<file path="src/rtl/ulpi_pkg.sv">
// ============================================================================
//  Module   : ulpi_pkg
//  Purpose  : Shared types and constants for the ULPI link controller:
//             controller state encoding, ULPI command byte prefixes and
//             RX CMD bit-field positions.
//  Revision : 1.0  initial release
// ============================================================================
`default_nettype none

package ulpi_pkg;

  typedef enum logic [3:0] {
    IDLE     = 4'd0,
    TX_CMD   = 4'd1,
    TX_DATA  = 4'd2,
    TX_STP   = 4'd3,
    REG_CMD  = 4'd4,
    REG_WD   = 4'd5,
    REG_STP  = 4'd6,
    REG_TURN = 4'd7,
    REG_RD   = 4'd8
  } state_t;

  // Command byte prefixes (low bits carry PID nibble or register address)
  localparam logic [7:0] TXCMD_NOPID = 8'h40;
  localparam logic [7:0] REGW        = 8'h80;
  localparam logic [7:0] REGR        = 8'hC0;
  localparam logic [7:0] TX_ERR_BYTE = 8'hFF;

  // RX CMD byte field positions
  localparam int RXCMD_LINESTATE_LSB = 0;
  localparam int RXCMD_LINESTATE_MSB = 1;
  localparam int RXCMD_VBUS_LSB      = 2;
  localparam int RXCMD_VBUS_MSB      = 3;
  localparam int RXCMD_RXEVENT_LSB   = 4;
  localparam int RXCMD_RXEVENT_MSB   = 5;

  function automatic logic [1:0] rxcmd_linestate(input logic [7:0] cmd);
    return cmd[RXCMD_LINESTATE_MSB:RXCMD_LINESTATE_LSB];
  endfunction

endpackage

`default_nettype wire

</file>
<file path="src/rtl/ulpi_tx_fifo.sv">
// ============================================================================
//  Module   : ulpi_tx_fifo
//  Purpose  : Synchronous FIFO of {last,data} entries for outgoing packets.
//             A flush request discards entries from the head up to and
//             including the next one flagged last, even if that entry has
//             not been written yet.
//  Ports    : clk/rst   - clock, synchronous active-high reset
//             push/din  - write strobe and {last,data} entry (ignored if full)
//             pop       - consume head entry
//             flush     - start discarding through the next last entry
//             dout      - head entry; empty/full status; flushing busy flag
//  Revision : 1.0  initial release
// ============================================================================
`default_nettype none

module ulpi_tx_fifo #(
  parameter int DEPTH = 4
) (
  input  logic       clk,
  input  logic       rst,
  input  logic       push,
  input  logic [8:0] din,
  input  logic       pop,
  input  logic       flush,
  output logic [8:0] dout,
  output logic       empty,
  output logic       full,
  output logic       flushing
);

  localparam int AW = $clog2(DEPTH);

  logic [8:0]  mem [DEPTH];
  logic [AW:0] wr_ptr;
  logic [AW:0] rd_ptr;
  logic        flush_q;
  logic        do_pop;
  logic        do_push;

  // Extra pointer MSB separates full (MSBs differ) from empty (equal)
  assign empty    = (wr_ptr == rd_ptr);
  assign full     = (wr_ptr[AW] != rd_ptr[AW]) && (wr_ptr[AW-1:0] == rd_ptr[AW-1:0]);
  assign dout     = mem[rd_ptr[AW-1:0]];
  assign do_push  = push && !full;
  assign do_pop   = (pop || flush_q) && !empty;
  assign flushing = flush_q;

  always_ff @(posedge clk) begin
    if (do_push) begin
      mem[wr_ptr[AW-1:0]] <= din;
    end
  end

  always_ff @(posedge clk) begin
    if (rst) begin
      wr_ptr  <= '0;
      rd_ptr  <= '0;
      flush_q <= 1'b0;
    end else begin
      if (do_push) begin
        wr_ptr <= wr_ptr + 1'b1;
      end
      if (do_pop) begin
        rd_ptr <= rd_ptr + 1'b1;
      end
      if (flush) begin
        flush_q <= 1'b1;
      end else if (flush_q && do_pop && dout[8]) begin
        flush_q <= 1'b0;
      end
    end
  end

endmodule

`default_nettype wire

</file>
<file path="src/rtl/ulpi_link_ctrl.sv">
// ============================================================================
//  Module   : ulpi_link_ctrl
//  Purpose  : Link-side ULPI controller. Owns bus turnaround, sends packets
//             as TX CMD + payload from a byte FIFO, performs PHY register
//             writes/reads, and splits PHY-driven cycles into RX data and
//             RX CMD bytes.
//  Ports    : clk, rst                         - 60 MHz ULPI clock, sync reset
//             ulpi_dir/nxt/stp/data_i/o/oe     - ULPI pad side
//             tx_data/valid/last/ready, tx_abort - packet input stream
//             rx_data/valid/end, rxcmd/_valid  - receive side
//             reg_req/we/addr/wdata/ack/err/rdata - PHY register access
//  Revision : 1.0  initial release
// ============================================================================
`default_nettype none

module ulpi_link_ctrl
  import ulpi_pkg::*;
#(
  parameter int TX_FIFO_DEPTH = 4,
  parameter int REG_TIMEOUT   = 255
) (
  input  logic       clk,
  input  logic       rst,
  input  logic       ulpi_dir,
  input  logic       ulpi_nxt,
  output logic       ulpi_stp,
  input  logic [7:0] ulpi_data_i,
  output logic [7:0] ulpi_data_o,
  output logic       ulpi_data_oe,
  input  logic [7:0] tx_data,
  input  logic       tx_valid,
  input  logic       tx_last,
  output logic       tx_ready,
  output logic       tx_abort,
  output logic [7:0] rx_data,
  output logic       rx_valid,
  output logic       rx_end,
  output logic [7:0] rxcmd,
  output logic       rxcmd_valid,
  input  logic       reg_req,
  input  logic       reg_we,
  input  logic [5:0] reg_addr,
  input  logic [7:0] reg_wdata,
  output logic       reg_ack,
  output logic       reg_err,
  output logic [7:0] reg_rdata
);

  localparam int CW = $clog2(REG_TIMEOUT + 1);

  state_t        state;
  state_t        state_nx;
  logic          dir_q;
  logic          run;
  logic          owned;
  logic          rx_cycle;
  logic          rx_got;
  logic [CW-1:0] tmo_cnt;
  logic          tmo_hit;
  logic          tmo_run;
  logic          abort_set;
  logic          ack_set;
  logic          err_set;
  logic          rd_latch;

  logic [8:0]    f_dout;
  logic          f_empty;
  logic          f_full;
  logic          f_flushing;
  logic          f_pop;
  logic          f_flush;

  // dir_q resets high so the first cycle after reset is treated as a
  // turnaround and the pads stay released.
  assign owned        = !ulpi_dir && !dir_q;
  assign ulpi_data_oe = owned;
  assign tx_ready     = run && !f_full;
  assign tmo_hit      = (tmo_cnt == CW'(REG_TIMEOUT - 1));

  // A register-read data cycle looks like an RX CMD (dir, no nxt) and
  // must not be reported as one.
  assign rx_cycle = ulpi_dir && dir_q && !((state == REG_RD) && !ulpi_nxt);

  ulpi_tx_fifo #(
    .DEPTH (TX_FIFO_DEPTH)
  ) u_fifo (
    .clk      (clk),
    .rst      (rst),
    .push     (tx_valid && tx_ready),
    .din      ({tx_last, tx_data}),
    .pop      (f_pop),
    .flush    (f_flush),
    .dout     (f_dout),
    .empty    (f_empty),
    .full     (f_full),
    .flushing (f_flushing)
  );

  always_comb begin
    state_nx    = state;
    ulpi_data_o = 8'h00;
    ulpi_stp    = 1'b0;
    f_pop       = 1'b0;
    f_flush     = 1'b0;
    abort_set   = 1'b0;
    ack_set     = 1'b0;
    err_set     = 1'b0;
    rd_latch    = 1'b0;
    tmo_run     = 1'b0;
    case (state)
      IDLE: begin
        // reg_ack is still high the cycle the requester drops reg_req;
        // blocking on it prevents a spurious repeat of the same access.
        if (owned) begin
          if (reg_req && !reg_ack) begin
            state_nx = REG_CMD;
          end else if (!f_empty && !f_flushing) begin
            state_nx = TX_CMD;
          end
        end
      end
      TX_CMD: begin
        ulpi_data_o = TXCMD_NOPID | {4'h0, f_dout[3:0]};
        if (ulpi_dir) begin
          abort_set = 1'b1;
          f_flush   = 1'b1;
          state_nx  = IDLE;
        end else if (ulpi_nxt) begin
          f_pop    = 1'b1;
          state_nx = f_dout[8] ? TX_STP : TX_DATA;
        end
      end
      TX_DATA: begin
        if (ulpi_dir) begin
          abort_set = 1'b1;
          f_flush   = 1'b1;
          state_nx  = IDLE;
        end else if (f_empty) begin
          ulpi_data_o = TX_ERR_BYTE;
          if (ulpi_nxt) begin
            ulpi_stp  = 1'b1;
            abort_set = 1'b1;
            f_flush   = 1'b1;
            state_nx  = IDLE;
          end
        end else begin
          ulpi_data_o = f_dout[7:0];
          if (ulpi_nxt) begin
            f_pop = 1'b1;
            if (f_dout[8]) begin
              state_nx = TX_STP;
            end
          end
        end
      end
      TX_STP: begin
        ulpi_stp = 1'b1;
        state_nx = IDLE;
      end
      REG_CMD: begin
        ulpi_data_o = (reg_we ? REGW : REGR) | {2'b00, reg_addr};
        if (ulpi_dir) begin
          state_nx = IDLE;
        end else if (ulpi_nxt) begin
          state_nx = reg_we ? REG_WD : REG_TURN;
        end else if (tmo_hit) begin
          ack_set  = 1'b1;
          err_set  = 1'b1;
          state_nx = IDLE;
        end else begin
          tmo_run = 1'b1;
        end
      end
      REG_WD: begin
        ulpi_data_o = reg_wdata;
        if (ulpi_dir) begin
          state_nx = IDLE;
        end else if (ulpi_nxt) begin
          state_nx = REG_STP;
        end else if (tmo_hit) begin
          ack_set  = 1'b1;
          err_set  = 1'b1;
          state_nx = IDLE;
        end else begin
          tmo_run = 1'b1;
        end
      end
      REG_STP: begin
        ulpi_stp = 1'b1;
        ack_set  = 1'b1;
        state_nx = IDLE;
      end
      REG_TURN: begin
        state_nx = ulpi_dir ? REG_RD : IDLE;
      end
      REG_RD: begin
        // Anything but a clean data cycle drops the op; reg_req stays
        // pending and the access restarts from IDLE.
        if (ulpi_dir && dir_q && !ulpi_nxt) begin
          rd_latch = 1'b1;
          ack_set  = 1'b1;
        end
        state_nx = IDLE;
      end
      default: begin
        state_nx = IDLE;
      end
    endcase
  end

  always_ff @(posedge clk) begin
    if (rst) begin
      state       <= IDLE;
      dir_q       <= 1'b1;
      run         <= 1'b0;
      tmo_cnt     <= '0;
      tx_abort    <= 1'b0;
      reg_ack     <= 1'b0;
      reg_err     <= 1'b0;
      reg_rdata   <= 8'h00;
      rx_data     <= 8'h00;
      rx_valid    <= 1'b0;
      rx_end      <= 1'b0;
      rx_got      <= 1'b0;
      rxcmd       <= 8'h00;
      rxcmd_valid <= 1'b0;
    end else begin
      state       <= state_nx;
      dir_q       <= ulpi_dir;
      run         <= 1'b1;
      tmo_cnt     <= tmo_run ? tmo_cnt + 1'b1 : '0;
      tx_abort    <= abort_set;
      reg_ack     <= ack_set;
      reg_err     <= err_set;
      rx_valid    <= 1'b0;
      rxcmd_valid <= 1'b0;
      rx_end      <= 1'b0;
      if (rd_latch) begin
        reg_rdata <= ulpi_data_i;
      end
      if (rx_cycle) begin
        if (ulpi_nxt) begin
          rx_data  <= ulpi_data_i;
          rx_valid <= 1'b1;
          rx_got   <= 1'b1;
        end else begin
          rxcmd       <= ulpi_data_i;
          rxcmd_valid <= 1'b1;
        end
      end
      if (dir_q && !ulpi_dir) begin
        rx_end <= rx_got;
        rx_got <= 1'b0;
      end
    end
  end

endmodule

`default_nettype wire
</file>
<file path="config.mk">
export PLATFORM = sky130hd
export DESIGN_NAME = ulpi_link_ctrl
export DESIGN_NICKNAME = d
export VERILOG_FILES = /design/src/rtl/ulpi_pkg.sv /design/src/rtl/ulpi_tx_fifo.sv /design/src/rtl/ulpi_link_ctrl.sv
export SDC_FILE = /design/constraint.sdc
export NUM_CORES = 1
export LEC_CHECK = 0
export ABC_AREA = 1
export CAP_MARGIN = 30
export CORE_ASPECT_RATIO = 1.25
export CORE_MARGIN = 2
export CORE_UTILIZATION = 55
export CTS_CLUSTER_DIAMETER = 150
export DETAILED_ROUTE_END_ITERATION = 8
export PLACE_DENSITY = 0.85
export SETUP_SLACK_MARGIN = 0.15
export SLEW_MARGIN = 20
export SYNTH_ARGS = -nofsm -noshare
export SYNTH_HDL_FRONTEND = slang
export SYNTH_SLANG_ARGS = --single-unit
</file>
<file path="constraint.sdc">
create_clock -name clk -period 3.5 [get_ports clk]
set_clock_uncertainty 0.2 [all_clocks]
set_input_delay 1.05 -clock clk [delete_from_list [all_inputs] [get_ports clk]]
set_output_delay 1.05 -clock clk [all_outputs]
set_load 0.01 [all_outputs]
</file>
==> metrics <==
dpl hpwl 6580 µm; depth of the worst register-to-register path 10; GRT Util Overall 24.6%; Synth Net Count 494; reg2reg end u_fifo.rd_ptr[0]$_SDFFE_PP0P_; Nets 586; CP startpoint kind input port; register area share after synthesis 55.4%; VDD IR max 0.000315 V; dpl cell area 4840 µm²; GRT overflow 0; reg2reg setup slack 1.65 ns; Final ANT Viol Nets 0; Vias/cell 5.29; Min Hold Slack 0.247 ns; worst min-delay path endpoint rx_data[3]$_SDFFE_PP0P_; H-tree levels 3; hold path startpoint rx_data[3]$_SDFFE_PP0P_; worst hold path depth 2; Die H 98.2 µm; CP Cell Sequence dlygate4sd2_1 > nor2_4 > inv_1 > nand2_2 > nand2_1 > nand4_1 > clkdlybuf4s15_1; Worst setup EP type output port; Synth Instances 449; cell area after layout 5010 µm²; leak pwr 1.98 nW; I/O pins 79; I/O Buffers 78; Slew @ Worst Pin 0.623 ns; via count 3363; layout cells sized above 1 12.6%; DRT Wirelength 9150 µm; worst-skew pair later-pin latency 0.35 ns; core area 6930 µm²; Sinks on Clock Net 90; Die Width 79.3 µm; Post-CTS Setup Inserts 0; crit share post-route 93.9%; CTS tree yes; num rows 34; post-layout min period 3.29 ns; synth warn 0; vias in the first global route 3369; flops & latches, synth 90; clk root buf clkbuf_8; antenna violations before repair 0; status finished clean; final hold violations 0; Inserted Clock Buffers 9; maximum capacitance violations 0; Worst EP required 2.25 ns; CTS clock-pin slew for the worst setup and hold paths 0.08 ns; Final GP Congestion 0.915; worst stage delay on the critical path 0.28 ns; slowest stage cell, crit path dlygate4sd2_1; DRT Pass-1 Iters 4; CP bufs+invs 3; Area Overhead vs Synth 28.5%; CP arrival 2.04 ns; pwr dens 399 nW/µm²; largest net degree at the start of global routing 35; syn avg cell area 8.69 µm²; Worst slew margin 58.3%; first-pass GRT wire length 15000 µm; CP Max Fanout 4; RSZ-0062 raised after global routing true; CTS max path bufs 2; delay-heaviest family, CP buffers and inverters; # setup viols final 0; Critical Path Start ulpi_dir; RR Startpoint state[1]$_SDFFE_PP0P_; Max Fclk 304 MHz; WL/cell 14.4 µm; setup TNS 0 ns; total die area 7790 µm²; max-slew violations 0; Post-Syn Area 3900 µm²; starting density of the core 56.3%; Hold Crit Class reg -> reg; n_diodes 0; worst setup path class in -> out; Yosys cell types 37; initial drt markers 211; drc violations 0
[where the power goes]
| group | switching [W] | internal [W] |
|---|---|---|
| combinational | 0.000112 | 0.000102 |
| clock | 0.000334 | 0.000321 |
| sequential | 0.0000152 | 0.00112 |
[per-layer routing]
layer	vias to the layer above	routed length [µm]	track usage, %
li1	1666	-	-
met1	1567	3590	28.6
met2	118	4830	43.7
met3	12	584	4.99
met4	0	140	10.1
met5	-	0	0
[layout by cell type, fill, tap and decap left out, drive strengths merged, types with 2 or more instances in the layout]
master         netlist  final
nand4                6      6
inv                 52     52
ha                   7      7
a21oi               20     20
nand3               18     18
nand2               77     77
dfxtp               54     54
xor2                 2      2
nor3                 7      7
nor2                92     92
clkdlybuf4s50        0     66
o22ai                9      9
o21ai               51     51
edfxtp              36     36
clkinv               0      5
dlygate4sd2          0      6
clkdlybuf4s15        0      3
buf                  8     15
clkbuf               3     11
[cells in the mapped netlist, drive strengths merged]
cell    number  area [µm²]
o22ai        9        56.3
a21o         1        7.51
xor2         2        17.5
a221oi       1        8.76
nand4        6        37.5
dfxtp       54        1080
nand2       77         319
clkbuf       3        11.3
nand3       18         108
nor2        92         390
buf          8        47.5
a31oi        1        6.26
nor3         7        51.3
edfxtp      36        1080
xnor2        1        8.76
nor4         1        6.26
ha           7        87.6
o21ai       51         255
or2          1        6.26
inv         52         198
a21oi       20         104
nor3b        1        12.5
[repair_timing]
item | 4_1_cts | 5_1_grt
setup endpoints to repair | 10 | 6
gates resized for setup | 20 | 7
hold buffers | 0 | 0
pin swaps | 3 | 0
[registers in the layout, summed over array words and instances, names as in the netlist, 3 cells and up, named ones only]
name,flops
u_fifo.mem,36
reg_rdata,8
rx_data,8
rxcmd,8
tmo_cnt,8
state,4
u_fifo.rd_ptr,3
u_fifo.wr_ptr,3
[logic make-up after synthesis]
kind of cell / synth area share [%]
fa+ha+maj: 2.24
compound gates: 11.2
flops: 55.4
xor+xnor: 0.674
simple gates: 23.9
buf+inv: 6.57
[how the worst max path moves through the flow]
stage,slack [ns],end,cells after the start
detailed placement,-0.39,ulpi_data_o[4],5
CTS,0.16,ulpi_stp,4
global route,0.14,ulpi_data_o[2],7
global placement,-0.38,ulpi_data_o[4],5
finish,0.21,ulpi_data_o[3],7
floorplan,0.68,ulpi_stp,3
[metrics by stage]
step           cells  total power (W)  setup WS, ns  utilization, %
3_5_place_dp     620          0.00137        -0.391            69.8
4_1_cts          636          0.00201         0.159            72.4
2_1_floorplan    449          0.00125         0.680               -
5_1_grt          636          0.00207         0.141            72.3
6_report         636          0.00200         0.213            72.3
3_3_place_gp     620          0.00136        -0.375            69.8
[area by class of cell]
| class | count | area (µm²) |
|---|---|---|
| clock buffers | 9 | 124 |
| fillers | 497 | 1920 |
| repair buffers | 92 | 863 |
| flip-flops and latches | 90 | 2160 |
| clock inverters | 7 | 60.1 |
| well taps | 90 | 113 |
| multi-input cells | 296 | 1490 |
| inverters | 52 | 198 |
[worst min-delay path, delay by kind of cell (launching register included)]
kind	cells	cell delay [ns]
AO/OA/AOI/OAI	1	0.05
buffers and inverters	1	0.05
flip-flops	1	0.32
Note: power is estimated with default switching activity, not from simulation.
